<file path="src/rtl/rotation_split_ctrl.sv">
// Sequencer that slices keypoint cos/sin vectors into NUM_SLICES 128-entry
// slices for the rotation datapath: latch, present each slice, pulse done.
module rotation_split_ctrl #(
  parameter int NUM_SLICES = 4,
  parameter int IDX_BW     = 2
) (
  input  logic              clk,
  input  logic              rst,
  input  logic              start,
  input  logic              abort,
  input  logic              slice_ready,
  output logic              latch_ena,
  output logic              compute,
  output logic              slice_valid,
  output logic [IDX_BW-1:0] slice_idx,
  output logic              last_slice,
  output logic              busy,
  output logic              done,
  output logic              overrun
);

  typedef enum logic [1:0] {
    IDLE  = 2'd0,
    LATCH = 2'd1,
    VALID = 2'd2,
    DONE  = 2'd3
  } state_t;

  localparam logic [IDX_BW-1:0] LAST_IDX = IDX_BW'(NUM_SLICES - 1);

  state_t            state_q, state_d;
  logic [IDX_BW-1:0] cnt_q, cnt_d;
  logic              overrun_q, overrun_d;
  logic              at_last;

  always_ff @(posedge clk or posedge rst) begin
    if (rst) begin
      state_q   <= IDLE;
      cnt_q     <= '0;
      overrun_q <= 1'b0;
    end else begin
      state_q   <= state_d;
      cnt_q     <= cnt_d;
      overrun_q <= overrun_d;
    end
  end

  assign at_last = (cnt_q == LAST_IDX);

  always_comb begin
    state_d     = state_q;
    cnt_d       = cnt_q;
    overrun_d   = overrun_q;
    latch_ena   = 1'b0;
    compute     = 1'b0;
    slice_valid = 1'b0;
    slice_idx   = '0;
    last_slice  = 1'b0;
    busy        = (state_q != IDLE);
    done        = 1'b0;

    // Any start seen while a keypoint is in flight (DONE included) is sticky.
    if (start && busy) overrun_d = 1'b1;

    unique case (state_q)
      IDLE: begin
        cnt_d = '0;
        if (start && !abort) state_d = LATCH;
      end
      LATCH: begin
        latch_ena = 1'b1;
        cnt_d     = '0;
        state_d   = VALID;
      end
      VALID: begin
        slice_valid = 1'b1;
        slice_idx   = cnt_q;
        last_slice  = at_last;
        if (slice_ready) begin
          if (at_last) begin
            state_d = DONE;
          end else begin
            compute = 1'b1;
            cnt_d   = cnt_q + 1'b1;
          end
        end
      end
      DONE: begin
        done    = 1'b1;
        cnt_d   = '0;
        state_d = IDLE;
      end
      default: state_d = IDLE;
    endcase

    // Abort wins over everything and squelches the strobes of this cycle.
    if (abort && busy) begin
      state_d   = IDLE;
      cnt_d     = '0;
      latch_ena = 1'b0;
      compute   = 1'b0;
      done      = 1'b0;
    end
  end

  assign overrun = overrun_q;

endmodule

</file>
<file path="config.mk">
export PLATFORM = sky130hd
export DESIGN_NAME = rotation_split_ctrl
export DESIGN_NICKNAME = d
export VERILOG_FILES = /design/src/rtl/rotation_split_ctrl.sv
export SDC_FILE = /design/constraint.sdc
export NUM_CORES = 1
export LEC_CHECK = 0
export ABC_AREA = 1
export CAP_MARGIN = 20
export CORE_AREA = 5 5 42 44
export DETAILED_ROUTE_END_ITERATION = 8
export DIE_AREA = 0 0 47 49
export SLEW_MARGIN = 5
export SYNTH_ARGS = -nofsm -noshare
export SYNTH_HDL_FRONTEND = slang
export SYNTH_SLANG_ARGS = --single-unit
</file>
<file path="constraint.sdc">
create_clock -name clk -period 2.8 [get_ports clk]
set_input_delay 0.28 -clock clk [delete_from_list [all_inputs] [get_ports clk]]
set_output_delay 0.28 -clock clk [all_outputs]
set_load 0.02 [all_outputs]
</file>
* Yosys cells after proc, flatten, opt, wreduce, memory -nomap -nowiden
Cells that the tools add are included.
Word-level totals: input port bits 5, register bits 5
Operators by class: $add $sub $neg 1, equality and inequality tests 8, muxes and demuxes 20, reductions and logical operators 9
Operator list (count):
- 2-bit two-way mux | 8
- 3-bit inequality test, second input constant | 4
- 1-bit two-way mux | 10
- 2-bit one-hot mux with 4 select lines | 1
- 2-bit equality test, second input constant | 3
- 2-bit one-hot mux with 2 select lines | 1
- 1-bit logical AND | 3
- 3-bit AND reduction | 1
- 3-bit OR reduction | 1
- 2-bit by 1-bit adder with 2-bit output, second input constant | 1
- 2-bit by 1-bit equality test with 1-bit output, second input constant | 1
- 2-bit logical NOT | 1
- 2-bit AND reduction | 1
- 2-bit nonzero test | 1
- 1-bit logical NOT | 1

* Depth between registers and ports, before layout
depth in word-level cells 5, gate-level depth with buffers 8, mapped depth without buffers 8

* Least setup slack after synthesis
Ideal clock, no wire load.
path kind reg-to-output, from register state_q[0], to output compute, path buffers 0, path slack 1.094 ns, data arrival time 1.426 ns, stages on the path, launching flop included 7, cell sequence dfrtp_1 inv_1 ha_1 inv_2 nor2_1 nand2_2 nor2_1
On the way: longest elaborated chain between the ends 3
Ends and longest elaborated chain:
- start, declared | line 31 | state_t state_q, state_d;
- start signal, assigned | line 42 | state_q <= state_d;
- 2-bit equality test / 2-bit nonzero test (equally long branches) | line 65, 59
- 1-bit two-way mux / 1-bit logical AND (equally long branches) | line 65, 97
- 1-bit two-way mux * | line 97 | if (abort && busy) begin
- end, declared | line 13 | output logic compute,
Every way passes the cells marked *; elsewhere a longest branch is shown, timed or not.

* Final worst setup path
Ends and elaborated chain as after synthesis.

==> results.ini <==
[synthesis]
ys_seq_area_share_pct=29.3
synth_compound_area_share_pct=7.33
synth_fa_ha_area_share_pct=20.5
synth_mux_area_share_pct=0
synth_cell_types=13
yosys.area_share.xor_xnor_pct=0
ys_seq_elements=5
synthesis.yosys.warnings=0
syn_nets=74
post_synth_and_or_nand_nor_area_fraction_pct=27.9
syn_inst=62
syn_area_um2=427
synth_top_family_by_area=simple AND/OR/NAND/NOR gates
syn_avg_cell_area_um2=6.88

[sta]
worstMarginPinSlew_ns=0.222
fmax_mhz=430
final_max_slew_viol_count=0
hold_violations=0
period_needed_ns=2.33
rsz0062_at_grt=false
max-slew-margin-rel_pct=85.2
fin_worst_skew_ns=0.00119
fin_tns_setup_ns=0
whs_ns=0.240
finalCritPeriodShare_pct=83.0
setup_viol=0

[placement]
dp.cells=91
io_buffers=13
dp_hpwl_um=782
place_congestion=0.797

[finish]
final_cells=95
n_antenna_cell=0
utilization_pct=43.0
area_delta_synth_final_pct=41.3
drive_gt1_share_pct=10.1
fillers=154
final_nets=92

[detailed_routing]
post_drt_wl_per_cell_um=9.46
drtPass1Iterations=4
ant_nets=0
wl_met3_um=67
first_iter_violations=8
highest_layer=met3
wl_met1_um=402
drt-total-wl_um=899
drc_errors=0
wl_met2_um=429
vias_per_cell=4.36
vias=414

[grt]
grt_pass1_wl_um=1550
grt_overflow=0
antenna_found_initial=0
grt_pass1_vias=402
grt_max_degree=6
grt_usage_pct=9.26

[worst_setup_path]
critPathArrivalTime_ns=2.05
rrSetupSlack_ns=1.35
crit-reg2reg-launch=state_q[1]
cp-end-kind=output pin
worstPathRequired_ns=2.52
crit-reg2reg-capture=state_q[0]
rr_worst_depth=8
critPathLaunchType=register
crit_type=reg2out
critPathMaxFanout=5

[clock_tree]
htreeDepth=1
clock_latency_ns=0.24
clk_pin_slew_ns=0.04
tritoncts=yes
cts_hold_buffers=0
cts_setup_buffers=0
cts_resized=0
cts_buffer_depth=2
cts-buffers-inserted=3
root_buffer=clkbuf_4
clock-sinks=5

[status]
status=completed

[power]
p_leak_uw=0.000349
power_density_mw_per_mm2=899
ir_drop_mv=0.398
intPower_uw=288
switchingPower_uw=254
power.share.clock_pct=15.3
p_comb_share_pct=60.7
p_sw_share_pct=46.8
p_seq_share_pct=24.0

[worst_hold_path]
min_path_type=in2async

[floorplan]
pin_count=14
core_mm2=0.00140
fp.dieW_um=47
start_util_pct=30.4
die_h_um=49
rows=14
die_area_mm2=0.00230

[run]
cap_viol_max_count=0

==> synthesized netlist by cell type <==
library cell | number | share of area, %
inv_2 | 2 | 1.8
nand2_2 | 1 | 1.5
nand2_1 | 14 | 12
o21ai_2 | 1 | 2.1
nand4_1 | 2 | 2.9
nor2_1 | 10 | 8.8
ha_1 | 7 | 21
a21oi_1 | 1 | 1.2
inv_1 | 15 | 13
o21ai_0 | 2 | 2.3
dfrtp_1 | 5 | 29
nand3_2 | 1 | 2.3
a21o_1 | 1 | 1.8
==> cells by family after synthesis <==
kind of cell | after synthesis
adder cells (fa/ha/maj) | 7
buffers and inverters | 17
AND/OR/NAND/NOR | 28
flip-flops | 5
AO/OA/AOI/OAI | 5
==> per-stage QoR <==
stage / instance area [um^2] / worst slack, ns / power, uW
4_1_cts: 603 / 0.456 / 552
5_1_grt: 603 / 0.317 / 608
3_5_place_dp: 577 / 0.734 / 465
2_1_floorplan: 427 / 1.09 / 348
3_3_place_gp: 577 / 0.770 / 460
6_report: 603 / 0.475 / 542
==> worst max path at each step <==
stage                    to  slack [ns]        from
global placement    compute        0.77       abort
CTS                 compute        0.46  state_q[0]
finish              compute        0.47  state_q[0]
detailed placement  compute        0.73  state_q[0]
floorplan           compute        1.09  state_q[0]
global route        compute        0.32  state_q[0]
==> cells in the final DEF (no fill, tap or decap) <==
cell type / instances
inv_1: 15
nand2_1: 14
clkdlybuf4s50_1: 13
nor2_1: 10
ha_1: 7
dfrtp_1: 5
clkbuf_4: 3
inv_2: 2
o21ai_0: 2
nand4_1: 2
o21ai_2: 1
a21o_1: 1
a21oi_1: 1
nand2_2: 1
nand3_2: 1
clkbuf_1: 1
==> worst max-delay path, stage by stage (launching register included) <==
cell and delay, ns:
dfrtp_1 0.40, inv_1 0.14, ha_1 0.27, inv_2 0.08
nor2_1 0.12, nand2_2 0.09, nor2_1 0.09, clkdlybuf4s50_1 0.61
==> final cells by class <==
class / count / area, um^2 / area share [%]
clock buffer: 4 / 26.3 / 4.36
inverter: 17 / 63.8 / 10.6
timing repair buffer: 13 / 130 / 21.6
multi-input combinational: 40 / 238 / 39.4
tap: 16 / 20.0 / 3.32
sequential: 5 / 125 / 20.7
==> layer usage <==
metal | up-vias | track usage, %
met2 | 13 | 14.0
met4 | 0 | 2.76
met1 | 183 | 11.3
met5 | - | 0
met3 | 0 | 4.43
li1 | 218 | -
==> registers in the layout, indices dropped and copies added, names as in the netlist <==
register,count
cnt_q,2
overrun,1
state_q,2
==> power by group through the flow <==
| stage | Combinational [uW] | Sequential [uW] | Clock, uW |
|---|---|---|---|
| floorplan | 226 | 121 | 0 |
| global route | 381 | 131 | 96.4 |
| global placement | 332 | 129 | 0 |
| detailed placement | 335 | 131 | 0 |
| CTS | 335 | 130 | 87.1 |
| finish | 329 | 130 | 82.8 |
Note: power is estimated with default switching activity, not from simulation.
